File: src/rtl/player_motion_ctrl.sv
// Multi-player sprite mover: once every FRAME_DIV frames, steps each player's
// top-left position from a key snapshot, one player per clock, clamped to the playfield.
module player_motion_ctrl #(
  parameter int unsigned NP        = 2,
  parameter int unsigned CW        = 11,
  parameter int          X_MIN     = 0,
  parameter int          X_MAX     = 768,
  parameter int          Y_MIN     = 0,
  parameter int          Y_MAX     = 568,
  parameter int unsigned STEP      = 1,
  parameter int unsigned FRAME_DIV = 1,
  parameter bit          DIAG      = 1'b1,
  parameter int          SPAWN_X   = 400,
  parameter int          SPAWN_DX  = 64,
  parameter int          SPAWN_Y   = 300
) (
  input  logic               clk,
  input  logic               reset,
  input  logic               eof,
  input  logic [4*NP-1:0]    keys,
  output logic [NP*CW-1:0]   pos_x,
  output logic [NP*CW-1:0]   pos_y,
  output logic [2*NP-1:0]    dir,
  output logic [NP-1:0]      moving,
  output logic               update_done
);

  localparam int unsigned AW = CW + 1;
  localparam int unsigned IW = (NP > 1) ? $clog2(NP) : 1;
  localparam int unsigned FW = (FRAME_DIV > 1) ? $clog2(FRAME_DIV) : 1;

  typedef logic signed [AW-1:0] crd_t;
  typedef enum logic [1:0] {IDLE, SCAN, DONE} state_t;

  localparam crd_t XLO = AW'(X_MIN);
  localparam crd_t XHI = AW'(X_MAX);
  localparam crd_t YLO = AW'(Y_MIN);
  localparam crd_t YHI = AW'(Y_MAX);
  localparam crd_t STP = AW'(STEP);

  function automatic crd_t clamp(input crd_t v, input crd_t lo, input crd_t hi);
    if (v < lo)      return lo;
    else if (v > hi) return hi;
    else             return v;
  endfunction

  function automatic crd_t spawn_x(input int i);
    return clamp(AW'(SPAWN_X + i * SPAWN_DX), XLO, XHI);
  endfunction

  state_t                 state_q, state_nx;
  logic [IW-1:0]          idx_q, idx_nx;
  logic [FW-1:0]          fc_q, fc_nx;
  logic                   eof_q;
  logic [4*NP-1:0]        snap_q, snap_nx;
  logic                   done_q, done_nx;
  logic signed [CW-1:0]   px_q [NP];
  logic signed [CW-1:0]   py_q [NP];
  logic [1:0]             dir_q [NP];
  logic [NP-1:0]          mov_q;

  logic                   tick_c, req_c;
  logic [3:0]             k_c;
  logic                   xreq_c, yreq_c, xchg_c, ychg_c;
  crd_t                   cx_c, cy_c, nx_c, ny_c;
  logic [1:0]             ndir_c;

  // Frame divider and scan sequencing
  always_comb begin
    state_nx = state_q;
    idx_nx   = idx_q;
    snap_nx  = snap_q;
    fc_nx    = fc_q;
    done_nx  = 1'b0;
    req_c    = 1'b0;
    tick_c   = eof & ~eof_q;
    if (tick_c) begin
      if (fc_q == FW'(FRAME_DIV - 1)) begin
        fc_nx = '0;
        req_c = 1'b1;
      end else begin
        fc_nx = fc_q + 1'b1;
      end
    end
    case (state_q)
      IDLE: begin
        if (req_c) begin
          snap_nx  = keys;
          idx_nx   = '0;
          state_nx = SCAN;
        end
      end
      SCAN: begin
        if (idx_q == IW'(NP - 1)) begin
          state_nx = DONE;
          done_nx  = 1'b1;
        end else begin
          idx_nx = idx_q + 1'b1;
        end
      end
      DONE:    state_nx = IDLE;
      default: state_nx = IDLE;
    endcase
  end

  // Next position/facing of the player currently selected by idx_q
  always_comb begin
    k_c    = snap_q[4*idx_q +: 4];
    cx_c   = AW'(px_q[idx_q]);
    cy_c   = AW'(py_q[idx_q]);
    xreq_c = k_c[2] ^ k_c[3];
    yreq_c = (k_c[0] ^ k_c[1]) & (DIAG | ~xreq_c);
    nx_c   = cx_c;
    ny_c   = cy_c;
    if (xreq_c) nx_c = clamp(k_c[3] ? cx_c + STP : cx_c - STP, XLO, XHI);
    if (yreq_c) ny_c = clamp(k_c[1] ? cy_c + STP : cy_c - STP, YLO, YHI);
    xchg_c = (nx_c != cx_c);
    ychg_c = (ny_c != cy_c);
    if (xchg_c)      ndir_c = k_c[3] ? 2'd3 : 2'd2;
    else if (ychg_c) ndir_c = k_c[1] ? 2'd1 : 2'd0;
    else             ndir_c = dir_q[idx_q];
  end

  always_ff @(posedge clk) begin
    if (reset) begin
      state_q <= IDLE;
      idx_q   <= '0;
      fc_q    <= '0;
      eof_q   <= 1'b0;
      snap_q  <= '0;
      done_q  <= 1'b0;
      mov_q   <= '0;
      for (int i = 0; i < int'(NP); i++) begin
        px_q[i]  <= CW'(spawn_x(i));
        py_q[i]  <= CW'(clamp(AW'(SPAWN_Y), YLO, YHI));
        dir_q[i] <= 2'd1;
      end
    end else begin
      state_q <= state_nx;
      idx_q   <= idx_nx;
      fc_q    <= fc_nx;
      eof_q   <= eof;
      snap_q  <= snap_nx;
      done_q  <= done_nx;
      if (state_q == SCAN) begin
        for (int i = 0; i < int'(NP); i++) begin
          if (idx_q == IW'(i)) begin
            px_q[i]  <= CW'(nx_c);
            py_q[i]  <= CW'(ny_c);
            dir_q[i] <= ndir_c;
            mov_q[i] <= xchg_c | ychg_c;
          end
        end
      end
    end
  end

  for (genvar g = 0; g < int'(NP); g++) begin : g_pack
    assign pos_x[CW*g +: CW] = px_q[g];
    assign pos_y[CW*g +: CW] = py_q[g];
    assign dir[2*g +: 2]     = dir_q[g];
  end

  assign moving      = mov_q;
  assign update_done = done_q;

endmodule

File: config.mk
export PLATFORM = sky130hd
export DESIGN_NAME = player_motion_ctrl
export DESIGN_NICKNAME = d
export VERILOG_FILES = /design/src/rtl/player_motion_ctrl.sv
export SDC_FILE = /design/constraint.sdc
export NUM_CORES = 1
export LEC_CHECK = 0
export ABC_AREA = 1
export BUFFER_PORTS_ARGS = -buffer_cell sky130_fd_sc_hd__buf_2
export CAP_MARGIN = 15
export CORE_MARGIN = 5
export CORE_UTILIZATION = 63
export DETAILED_ROUTE_END_ITERATION = 8
export PLACE_DENSITY = 0.88
export SLEW_MARGIN = 20
export SYNTH_ARGS = -nofsm -noshare
export SYNTH_HDL_FRONTEND = slang
export SYNTH_SLANG_ARGS = --single-unit
export TNS_END_PERCENT = 20
File: constraint.sdc
create_clock -name clk -period 6.55 [get_ports clk]
set_input_delay 0.3275 -clock clk [delete_from_list [all_inputs] [get_ports clk]]
set_output_delay 0.3275 -clock clk [all_outputs]
set_load 0.01 [all_outputs]
==> impl_metrics.toml, run 1 <==
[status]
run_status = "finished clean"

[cells_and_area]
drive_above_1_share_pct = 18.4
nFillCells = 618
syn2layout_area_growth_pct = 12.3
design.final.nets = 737
diodes_inserted = 0
area_occupied_by_multi_input_gates_sq_um = 2450
finalCoreUtilization_pct = 72.1
seq_area_sq_um = 1760

[floorplan]
design.die.area_sq_um = 9170
design.core.area_sq_um = 7210
placementRows = 31
die_h_um = 95.7
die_w_um = 95.7
boundaryPins = 62
initial_core_util_pct = 64.2

[clocking]
number_of_sinks_on_the_clock_net = 64
cts_htree_levels = 3
clock_transition_at_the_registers_of_the_reported_paths_ns = 0.07
cts_setup_buffers = 0
clockBufferDepth = 2
ctsHoldBuffers = 0
cts-resized-gates = 0
numCtsBuffers = 9
tritoncts = "yes"
clk-insertion-delay-late_ns = 0.34
clk_root_buffer_cell = "sky130_fd_sc_hd__clkbuf_8"

[synth]
synth_xor_xnor_area_share_pct = 0.918
synth_cell_types = 44
synth_adder_area_share_pct = 6.81
ys.flop_type = "sky130_fd_sc_hd__edfxtp_1"
synth.top_cell.area_share_pct = 31.1
synth_nets = 675
area_contributors_post_synth = "sky130_fd_sc_hd__edfxtp_1, sky130_fd_sc_hd__nand2_1, sky130_fd_sc_hd__inv_1"
synth_common_cells = "sky130_fd_sc_hd__nand2_1, sky130_fd_sc_hd__inv_1, sky130_fd_sc_hd__nor2_1, sky130_fd_sc_hd__nand3_1, sky130_fd_sc_hd__edfxtp_1"
compound_cell_area_share_of_the_yosys_netlist_pct = 8.97
synth_warnings = 0
yosysMostFrequentCell = "sky130_fd_sc_hd__nand2_1"
yosysSeqAreaShare_pct = 38.0
simple_gate_share_of_the_synthesized_area_pct = 35.9
postSynthCellCount = 640
main_combinational_cell_family_by_area_after_synthesis = "simple AND/OR/NAND/NOR gates"
avgSynthCellArea_sq_um = 7.24
flip_flop_and_latch_count_after_synthesis = 64
synth-edff-count = 48
post_synth_arst_share_pct = 0
synth.largest_area_cell = "sky130_fd_sc_hd__edfxtp_1"
muxShareOfSynthArea_pct = 0.216
post_synth_instance_area_sq_um = 4630

[route]
drt-total-wl_um = 11900
drc = 0
drt_pass1_iterations = 6
detail-route-antenna-nets = 0
post_drt_via_cell_ratio = 5.52
wl_per_cell_um = 14.8
initial_drc_count = 382
routed-via-count = 4453

[sta]
timing_hold_violations_final = 0
max_slew_margin_pct = 42.3
setup_violations = 0
min_period_ns = 4.67
rsz_0062_raised_after_global_routing = "no"
worst-slew-pin-transition_ns = 0.864
setup-tns-final_ns = 0
min_period_over_period_pct = 71.2
max_clock_freq_ghz = 0.214
clock-skew-final_ns = 0.00805
finalMaxSlewViolations = 0

[placement]
place.gp.congestion = 0.937
detailedPlacementHpwl_um = 9070
port_buffers = 61

[pwr]
power_per_cell_area_nw_per_um2 = 302
power.ir.vdd_worst_uv = 189
p_leak_nw = 2.52

[global_route]
grt_first_pass_wirelength_um = 19500
antenna_found_initial = 0
grt_max_degree = 26
grt.overflow.total = 0
globalRouteTotalUtil_pct = 27.3
number_of_global_route_vias_before_repair = 4184

[critical_path]
timing.critical_path.cells = "inv_2, or2_2, o21ai_1, inv_1, ha_1, a21oi_2, nand2_1, nand2_1, nand2_1, a21oi_2, xor2_2, nand3_1, nand2_1, nor2_1, nor2_1, nand2_1, nor2_2, nand3_1, nand3_1, nand2_1"
cp.arrival_ns = 4.75
critical_path.endpoint_type = "flop"
critical_path_peak_fanout = 25
crit_path_max_incr_delay_ns = 0.89
critical_path_type = "flop to flop"
timing.critical_path.required_ns = 6.63
critical-path-top-cell-by-count = "sky130_fd_sc_hd__nand2_1"
number_of_buffer_and_inverter_instances_along_the_worst_setup_path = 2
timing.critical_path.slowest_stage_cell = "sky130_fd_sc_hd__dfxtp_1"
worst_setup_path_start_kind = "flop"
setup.reg_to_reg.worst_slack_ns = 1.88
path_delay_family = "simple AND/OR/NAND/NOR gates"

[job]
timing.max_cap.violations = 0

[hold_path]
hold_path_class = "primary input to flop"
layout by cell type, fill, tap and decap left out, types with 2 or more instances in the layout:
cell type                  synthesis  layout
sky130_fd_sc_hd__nor2_1           58      58
sky130_fd_sc_hd__inv_1            89      89
sky130_fd_sc_hd__clkbuf_8          0      10
sky130_fd_sc_hd__nand3b_1          4       4
sky130_fd_sc_hd__nor2_2            4       4
sky130_fd_sc_hd__a21oi_1          25      25
sky130_fd_sc_hd__nor3_1            4       4
sky130_fd_sc_hd__nand2_1         189     187
sky130_fd_sc_hd__o211ai_1          3       3
sky130_fd_sc_hd__o21ai_0          28      28
sky130_fd_sc_hd__fa_1              2       2
sky130_fd_sc_hd__o21ai_1           3       3
sky130_fd_sc_hd__nand3_1          52      52
sky130_fd_sc_hd__inv_2             3       3
sky130_fd_sc_hd__buf_2             1      61
sky130_fd_sc_hd__clkinv_1          3       3
sky130_fd_sc_hd__xor2_1            2       2
sky130_fd_sc_hd__or2_1             2       2
sky130_fd_sc_hd__ha_1             22      22
sky130_fd_sc_hd__nand2_2          10      12
sky130_fd_sc_hd__o21ai_2           2       2
sky130_fd_sc_hd__buf_4             0       2
sky130_fd_sc_hd__clkinv_2          0       2
sky130_fd_sc_hd__nand3_2           3       3
sky130_fd_sc_hd__a21oi_2           4       4
sky130_fd_sc_hd__dfxtp_1          16      16
sky130_fd_sc_hd__edfxtp_1         48      48
sky130_fd_sc_hd__nand4_1          16      16
sky130_fd_sc_hd__or2_2            17      17
sky130_fd_sc_hd__o21bai_1          5       5
through the flow:
step                cell area [sq um]  setup slack (ns)  hold WS, ns  std cells  power (mW)
floorplan                        4630              3.23        0.397        640        1.08
global placement                 5010              2.21        0.478        790        1.21
detailed placement               5010              2.00        0.485        790        1.23
CTS                              5200              2.00        0.192        806        1.56
global route                     5200              1.44        0.201        806        1.69
finish                           5200              1.88        0.206        806        1.57
layer usage:
layer,global-route usage (%),vias to the layer above,share of wire (%)
met4,6.52,0,1.2
met2,44.2,214,46
li1,-,2203,-
met3,5.55,19,8.4
met1,37.7,2017,44
met5,0,-,0
logic make-up after synthesis:
| logic type | Yosys count |
|---|---|
| and+or+nand+nor | 367 |
| buffers and inverters | 107 |
| AOI/OAI and AO/OA | 73 |
| DFF | 64 |
| adders and majority gates | 24 |
| xor gates and xnor gates | 4 |
| muxes | 1 |
sequential cells by signal, indices dropped and copies added (netlist names), named ones only:
name and flops:
py_q 22, px_q 22, dir_q 4, update_done 1
moving 2, idx_q 1, snap_q 8, eof_q 1
state_q 2
layout make-up:
class	count	area share, %
sequential	64	33.9
multi-input combinational	469	47.1
clock inverter	4	0.481
tap	99	2.38
clock buffer	12	3.20
timing repair buffer	63	6.16
inverter	95	6.85
power by group:
part | switching (mW) | internal, mW | total (mW)
registers | 0.0203 | 0.469 | 0.490
clock network | 0.156 | 0.171 | 0.326
logic | 0.517 | 0.238 | 0.756
total | 0.693 | 0.878 | 1.57
worst paths after layout:
| path | startpoint | to | depth (start not counted) |
|---|---|---|---|
| worst max-delay path | flop | dir_q[1][0]$_DFFE_PP_ | 20 |
| worst min-delay path | reset | state_q[0]$_SDFFE_PP0P_ | 2 |
| worst max register to register | flop | dir_q[1][0]$_DFFE_PP_ | 20 |
| worst min register to register | moving[1]$_SDFFE_PP0P_ | moving[1]$_SDFFE_PP0P_ | 2 |
Power figures use the tool's default switching activity.
==> run 2, diff against run 1 <==
--- a/config.mk
+++ b/config.mk
@@ -5,13 +5,13 @@
 export SDC_FILE = /design/constraint.sdc
 export NUM_CORES = 1
 export LEC_CHECK = 0
-export ABC_AREA = 1
+export ABC_AREA = 0
 export BUFFER_PORTS_ARGS = -buffer_cell sky130_fd_sc_hd__buf_2
 export CAP_MARGIN = 15
 export CORE_MARGIN = 5
-export CORE_UTILIZATION = 63
+export CORE_UTILIZATION = 58
 export DETAILED_ROUTE_END_ITERATION = 8
-export PLACE_DENSITY = 0.88
+export PLACE_DENSITY = 0.83
 export SLEW_MARGIN = 20
 export SYNTH_ARGS = -nofsm -noshare
 export SYNTH_HDL_FRONTEND = slang
==> constraint.sdc (replaced) <==
create_clock -name clk -period 4.3 [get_ports clk]
set_input_delay 0.215 -clock clk [delete_from_list [all_inputs] [get_ports clk]]
set_output_delay 0.215 -clock clk [all_outputs]
set_load 0.01 [all_outputs]
==> run 2 against run 1 <==
Compared with the run above: sequential share of layout area grew 2.0 points; largest power group unchanged; worst hold slack lost 0.10 ns; maximum frequency is 13% higher; core utilization fell by 3.6 points; wire length fell by 9.4%; critical endpoint unchanged.
==> impl_metrics.toml, run 2 <==
[sta]
timing.hold.ws_ns = 0.106
max_clock_freq_ghz = 0.243
setup-tns-final_ns = 0
max_slew_margin_pct = 37.7
finalMaxSlewViolations = 0
timing_hold_violations_final = 0
setup_violations = 0
clock-skew-final_ns = 0.00565
worst-slew-pin-transition_ns = 0.931
min_period_ns = 4.11
min_period_over_period_pct = 95.6

[critical_path]
r2r_end = "dir_q[1][0]$_DFFE_PP_"
critical_path_type = "flop to flop"
worst_setup_path_start_kind = "flop"
crit_path_max_incr_delay_ns = 0.50
critical_path_peak_fanout = 7
reg2regPathDepth = 14
timing.critical_path.cells = "buf_4, mux2_2, inv_1, fa_1, and2b_1, o221ai_1, a211oi_1, o21a_1, nor2_1, o41ai_1, o2111ai_1, o21ai_1, a21oi_1, o31ai_1"
path_delay_family = "compound AO/OA/AOI/OAI gates"
setup.reg_to_reg.worst_slack_ns = 0.19
critical_path.endpoint_type = "flop"
timing.critical_path.required_ns = 4.46
number_of_buffer_and_inverter_instances_along_the_worst_setup_path = 2
timing.critical_path.slowest_stage_cell = "sky130_fd_sc_hd__o41ai_1"
cp.arrival_ns = 4.27

[floorplan]
design.core.area_sq_um = 7180
placementRows = 31
design.die.area_sq_um = 9060
die_h_um = 95.2
initial_core_util_pct = 58.6
die_w_um = 95.2
boundaryPins = 62

[synth]
synth.largest_area_cell = "sky130_fd_sc_hd__edfxtp_1"
yosysMostFrequentCell = "sky130_fd_sc_hd__edfxtp_1"
compound_cell_area_share_of_the_yosys_netlist_pct = 21.1
synth_adder_area_share_pct = 7.49
synth_xor_xnor_area_share_pct = 4.97
yosysSeqAreaShare_pct = 41.9
post_synth_instance_area_sq_um = 4210
synth_cell_types = 67
synth.top_cell.area_share_pct = 34.3
muxShareOfSynthArea_pct = 7.76
avgSynthCellArea_sq_um = 10.1
postSynthCellCount = 418
synth_nets = 453
area_contributors_post_synth = "sky130_fd_sc_hd__edfxtp_1, sky130_fd_sc_hd__dfxtp_1, sky130_fd_sc_hd__ha_1"
main_combinational_cell_family_by_area_after_synthesis = "compound AO/OA/AOI/OAI gates"
ys.flop_type = "sky130_fd_sc_hd__edfxtp_1"
post_synth_arst_share_pct = 0
synth_common_cells = "sky130_fd_sc_hd__edfxtp_1, sky130_fd_sc_hd__nand2_1, sky130_fd_sc_hd__nor2_1, sky130_fd_sc_hd__a21oi_1, sky130_fd_sc_hd__ha_1"
synth-edff-count = 48
simple_gate_share_of_the_synthesized_area_pct = 13.6
flip_flop_and_latch_count_after_synthesis = 64
synth_warnings = 0

[clocking]
ctsHoldBuffers = 0
clk_root_buffer_cell = "sky130_fd_sc_hd__clkbuf_8"
cts-resized-gates = 0
cts_setup_buffers = 0
numCtsBuffers = 9
clockBufferDepth = 2
cts_htree_levels = 3
clock_transition_at_the_registers_of_the_reported_paths_ns = 0.07
tritoncts = "yes"
number_of_sinks_on_the_clock_net = 64
clk-insertion-delay-late_ns = 0.35

[route]
post_drt_via_cell_ratio = 6.09
drc = 0
drt_pass1_iterations = 5
drt-total-wl_um = 10800
initial_drc_count = 363
wl_per_cell_um = 18.1
detail-route-antenna-nets = 0
routed-via-count = 3638

[pwr]
power_per_cell_area_nw_per_um2 = 391
power.combinational.fraction_pct = 39.4
fraction_of_power_spent_switching_nets_pct = 37.1
clkPwrFrac_pct = 22.6
internal-power_mw = 1.21
power.ir.vdd_worst_uv = 217
power_frac_seq_pct = 38.0
p_leak_nw = 1.90
power_switching_mw = 0.712

[global_route]
number_of_global_route_vias_before_repair = 3600
grt_max_degree = 26
grt_first_pass_wirelength_um = 17500
grt.overflow.total = 0
antenna_found_initial = 0
globalRouteTotalUtil_pct = 24.9

[cells_and_area]
final_non_filler_cell_area_sq_um = 4920
largest_registers = "px_q x22, py_q x22, snap_q x8"
drive_above_1_share_pct = 25.3
diodes_inserted = 0
commonest_cells_after_routing_fill_and_taps_aside = "sky130_fd_sc_hd__buf_2, sky130_fd_sc_hd__edfxtp_1, sky130_fd_sc_hd__nand2_1, sky130_fd_sc_hd__nor2_1, sky130_fd_sc_hd__a21oi_1"
design.final.nets = 528
final_common_cell = "sky130_fd_sc_hd__buf_2"
nFillCells = 579
syn2layout_area_growth_pct = 16.9

[placement]
detailedPlacementHpwl_um = 7940
place.gp.congestion = 0.946
dpl-instance-area_sq_um = 4720
port_buffers = 61

[hold_path]
timing.hold.worst_path_depth = 2
hold_path_class = "primary input to flop"
worst_hold_startpoint = "eof"
hold_end = "eof_q$_SDFF_PP0_"

[job]
timing.max_cap.violations = 0

[status]
run_status = "finished clean"
## run 2: cells by family (layout without fill, tap and decap cells)
| family | after synthesis | after routing |
|---|---|---|
| compound gates | 123 | 123 |
| xor+xnor | 23 | 23 |
| fa+ha+maj | 24 | 24 |
| buf+inv | 34 | 114 |
| flops | 64 | 64 |
| mux | 28 | 28 |
| simple gates | 122 | 122 |
## run 2: layout make-up
class                           instances  area [sq um]  area share, %
Clock inverter                          4          21.3          0.433
Clock buffer                           12           135           2.75
Multi-Input combinational cell        320          2350           47.9
Timing Repair Buffer                   78           445           9.06
Sequential cell                        64          1760           35.8
Inverter                               20          75.1           1.53
Tap cell                               99           124           2.52
## run 2: how the worst max path moves through the flow
stage / from / end / slack, ns / cells past startpoint
4_1_cts: flop / dir_q[0][0]$_DFFE_PP_ / 0.12 / 14
3_5_place_dp: flop / dir_q[0][0]$_DFFE_PP_ / 0.15 / 14
3_3_place_gp: flop / dir_q[0][0]$_DFFE_PP_ / 0.27 / 14
5_1_grt: flop / dir_q[0][0]$_DFFE_PP_ / -0.04 / 14
2_1_floorplan: flop / dir_q[0][0]$_DFFE_PP_ / 0.09 / 16
6_report: flop / dir_q[1][0]$_DFFE_PP_ / 0.19 / 14
## run 2: metrics by stage
| step | utilization (%) | power [mW] | instances | setup slack (ns) |
|---|---|---|---|---|
| 2_1_floorplan | - | 1.26 | 418 | 0.0870 |
| 5_1_grt | 68.5 | 2.03 | 597 | -0.0387 |
| 6_report | 68.5 | 1.92 | 597 | 0.188 |
| 4_1_cts | 67.9 | 1.88 | 597 | 0.120 |
| 3_3_place_gp | 65.7 | 1.43 | 581 | 0.268 |
| 3_5_place_dp | 65.7 | 1.46 | 581 | 0.150 |
## run 2: power by group through the flow
| stage | combinational [mW] | sequential, mW | clock (mW) |
|---|---|---|---|
| 2_1_floorplan | 0.511 | 0.753 | 0 |
| 3_3_place_gp | 0.694 | 0.741 | 0 |
| 3_5_place_dp | 0.713 | 0.743 | 0 |
| 4_1_cts | 0.720 | 0.730 | 0.432 |
| 5_1_grt | 0.828 | 0.734 | 0.466 |
| 6_report | 0.757 | 0.730 | 0.434 |
## run 2: routing by layer
layer  part of all wire, %  global-route usage, %  vias to the layer above
li1                      -                      -                     1731
met1                    43                   33.1                     1686
met2                    46                   40.1                      189
met3                   8.7                   4.74                       32
met4                   2.3                   9.86                        0
met5                     0                      0                        -
==> run 3, diff against run 2 <==
--- a/config.mk
+++ b/config.mk
@@ -8,7 +8,7 @@
 export ABC_AREA = 0
 export BUFFER_PORTS_ARGS = -buffer_cell sky130_fd_sc_hd__buf_2
 export CAP_MARGIN = 15
-export CORE_MARGIN = 5
+export CORE_MARGIN = 2
 export CORE_UTILIZATION = 58
 export DETAILED_ROUTE_END_ITERATION = 8
 export PLACE_DENSITY = 0.83
==> constraint.sdc (replaced) <==
create_clock -name clk -period 4.5 [get_ports clk]
set_input_delay 0.225 -clock clk [delete_from_list [all_inputs] [get_ports clk]]
set_output_delay 0.225 -clock clk [all_outputs]
set_load 0.01 [all_outputs]
==> run 3 against run 2 <==
Compared with the run above: total power rose by 1.1%; combinational power is 6.7% lower; worst hold slack improved by 0.0093 ns; cell area down 0.38%; critical path depth shrank 1; sequential power decreased by 4.4%; clock power up 24%; core utilization increased by 0.11 points; clock skew is 0.0095 ns higher; largest cell class unchanged; largest power group unchanged; highest routed layer unchanged.
==> impl_metrics.toml, run 3 (synthesis gave the netlist of run 2 again) <==
[status]
run_status = "finished clean"

[clocking]
clk_root_buffer_cell = "sky130_fd_sc_hd__clkbuf_8"
number_of_sinks_on_the_clock_net = 64
clock_transition_at_the_registers_of_the_reported_paths_ns = 0.07
clk-insertion-delay-late_ns = 0.35
cts_setup_buffers = 0
cts-resized-gates = 0
numCtsBuffers = 9
cts_htree_levels = 3
clockBufferDepth = 2
ctsHoldBuffers = 0
tritoncts = "yes"

[route]
drc = 0
routed-via-count = 3690
initial_drc_count = 399
post_drt_via_cell_ratio = 6.28
detail-route-antenna-nets = 0
drt-total-wl_um = 10600
wl_per_cell_um = 18.0
drt_pass1_iterations = 6

[critical_path]
crit_path_max_incr_delay_ns = 0.43
timing.critical_path.required_ns = 4.64
critical_path_peak_fanout = 15
worst_setup_path_start_kind = "flop"
timing.critical_path.cells = "buf_6, mux2_2, ha_1, nand4_1, o221ai_4, a31o_1, xor2_1, o41ai_4, or3_1, a32o_1, a211oi_4, a21oi_1, o31ai_1"
cp.arrival_ns = 4.44
timing.critical_path.slowest_stage_cell = "sky130_fd_sc_hd__dfxtp_1"
critical_path_type = "flop to flop"
critical_path.endpoint_type = "flop"

[global_route]
antenna_found_initial = 0
globalRouteTotalUtil_pct = 27.1
number_of_global_route_vias_before_repair = 3375
grt_first_pass_wirelength_um = 16200
grt_max_degree = 26
grt.overflow.total = 0

[floorplan]
die_h_um = 89.2
die_w_um = 89.2
boundaryPins = 62
design.core.area_sq_um = 7140
placementRows = 31
design.die.area_sq_um = 7950
initial_core_util_pct = 59.0

[cells_and_area]
largest_registers = "px_q x22, py_q x22, snap_q x8"
nFillCells = 598
seq_area_sq_um = 1760
design.final.nets = 519
final_non_filler_cell_area_sq_um = 4900
diodes_inserted = 0
drive_above_1_share_pct = 24.3
syn2layout_area_growth_pct = 16.4
commonest_cells_after_routing_fill_and_taps_aside = "sky130_fd_sc_hd__buf_2, sky130_fd_sc_hd__edfxtp_1, sky130_fd_sc_hd__nand2_1, sky130_fd_sc_hd__nor2_1, sky130_fd_sc_hd__a21oi_1"
final_common_cell = "sky130_fd_sc_hd__buf_2"
area_occupied_by_multi_input_gates_sq_um = 2340

[placement]
place.gp.congestion = 0.982
place_worst_setup_slack_ns = 0.138
detailedPlacementHpwl_um = 7710
port_buffers = 61
dpl-instance-area_sq_um = 4640

[pwr]
p_leak_nw = 1.90
internal-power_mw = 1.26
fraction_of_power_spent_switching_nets_pct = 35.2
power.ir.vdd_worst_uv = 215
power_frac_seq_pct = 35.9
power.combinational.fraction_pct = 36.4
clkPwrFrac_pct = 27.7
power_per_cell_area_nw_per_um2 = 396
power_switching_mw = 0.684

[sta]
setup_violations = 0
min_period_over_period_pct = 95.5
worst_slack_ns = 0.203
min_period_ns = 4.30
setup-tns-final_ns = 0
timing.hold.ws_ns = 0.115
max_slew_margin_pct = 36.0
timing_hold_violations_final = 0
worst-slew-pin-transition_ns = 0.957
max_clock_freq_ghz = 0.233
rsz_0062_raised_after_global_routing = "no"
finalMaxSlewViolations = 0
clock-skew-final_ns = 0.0151

[hold_path]
worst_hold_startpoint = "keys[2]"
hold_path_class = "primary input to flop"

[job]
timing.max_cap.violations = 0
## run 3: changes by cell type in the layout (fill, tap and decap cells not counted), sizes merged
| cell | change |
|---|---|
| inv | +2 |
| buf | -9 |
| clkinv | -3 |
| clkinvlp | -1 |
| clkbuf | +2 |
## run 3: cell type report
| type | count | area share [%] |
|---|---|---|
| tap | 99 | 2.53 |
| timing repair buffer | 69 | 7.54 |
| inverter | 20 | 1.53 |
| clock inverter | 2 | 0.255 |
| clock buffer | 14 | 4.39 |
| sequential | 64 | 36.0 |
| multi-input combinational | 320 | 47.8 |
## run 3: metal layers
layer	vias to the layer above	track usage, %	routed length [um]
met5	-	0	0
met4	0	10.2	181
met3	23	4.16	833
met2	213	44.5	5060
met1	1745	36.5	4500
li1	1709	-	-
## run 3: critical path, delay by kind of cell, from the launching register on
kind                     cells  cell delay (ns)
AND/OR/NAND/NOR              2             0.58
XOR/XNOR                     1             0.35
adder cells (fa/ha/maj)      1             0.40
multiplexers                 1             0.41
buffers and inverters        1             0.25
flip-flops                   1             0.43
AO/OA/AOI/OAI                7             1.68
## run 3: per-stage QoR
stage,std cells,utilization (%),total power [mW]
final,588,68.6,1.94
after global routing,588,68.6,2.03
after CTS,588,68.1,1.91
after detailed placement,572,65.0,1.37
after global placement,572,65.0,1.35
after floorplan,418,-,1.21
## run 3: path summary, 6_finish.rpt
check	depth (start not counted)	slack, ns	end
worst max-delay path	13	0.20	dir_q[0][0]$_DFFE_PP_
worst min-delay path	3	0.12	snap_q[2]$_SDFFE_PP0P_
worst max register to register	13	0.20	dir_q[0][0]$_DFFE_PP_
worst min register to register	2	0.48	snap_q[4]$_SDFFE_PP0P_
## run 3: power groups by stage
| stage | Combinational [mW] | Sequential, mW | Clock (mW) |
|---|---|---|---|
| floorplan | 0.488 | 0.720 | 0 |
| global placement | 0.646 | 0.708 | 0 |
| detailed placement | 0.662 | 0.711 | 0 |
| CTS | 0.669 | 0.698 | 0.542 |
| global route | 0.764 | 0.702 | 0.569 |
| finish | 0.706 | 0.698 | 0.538 |
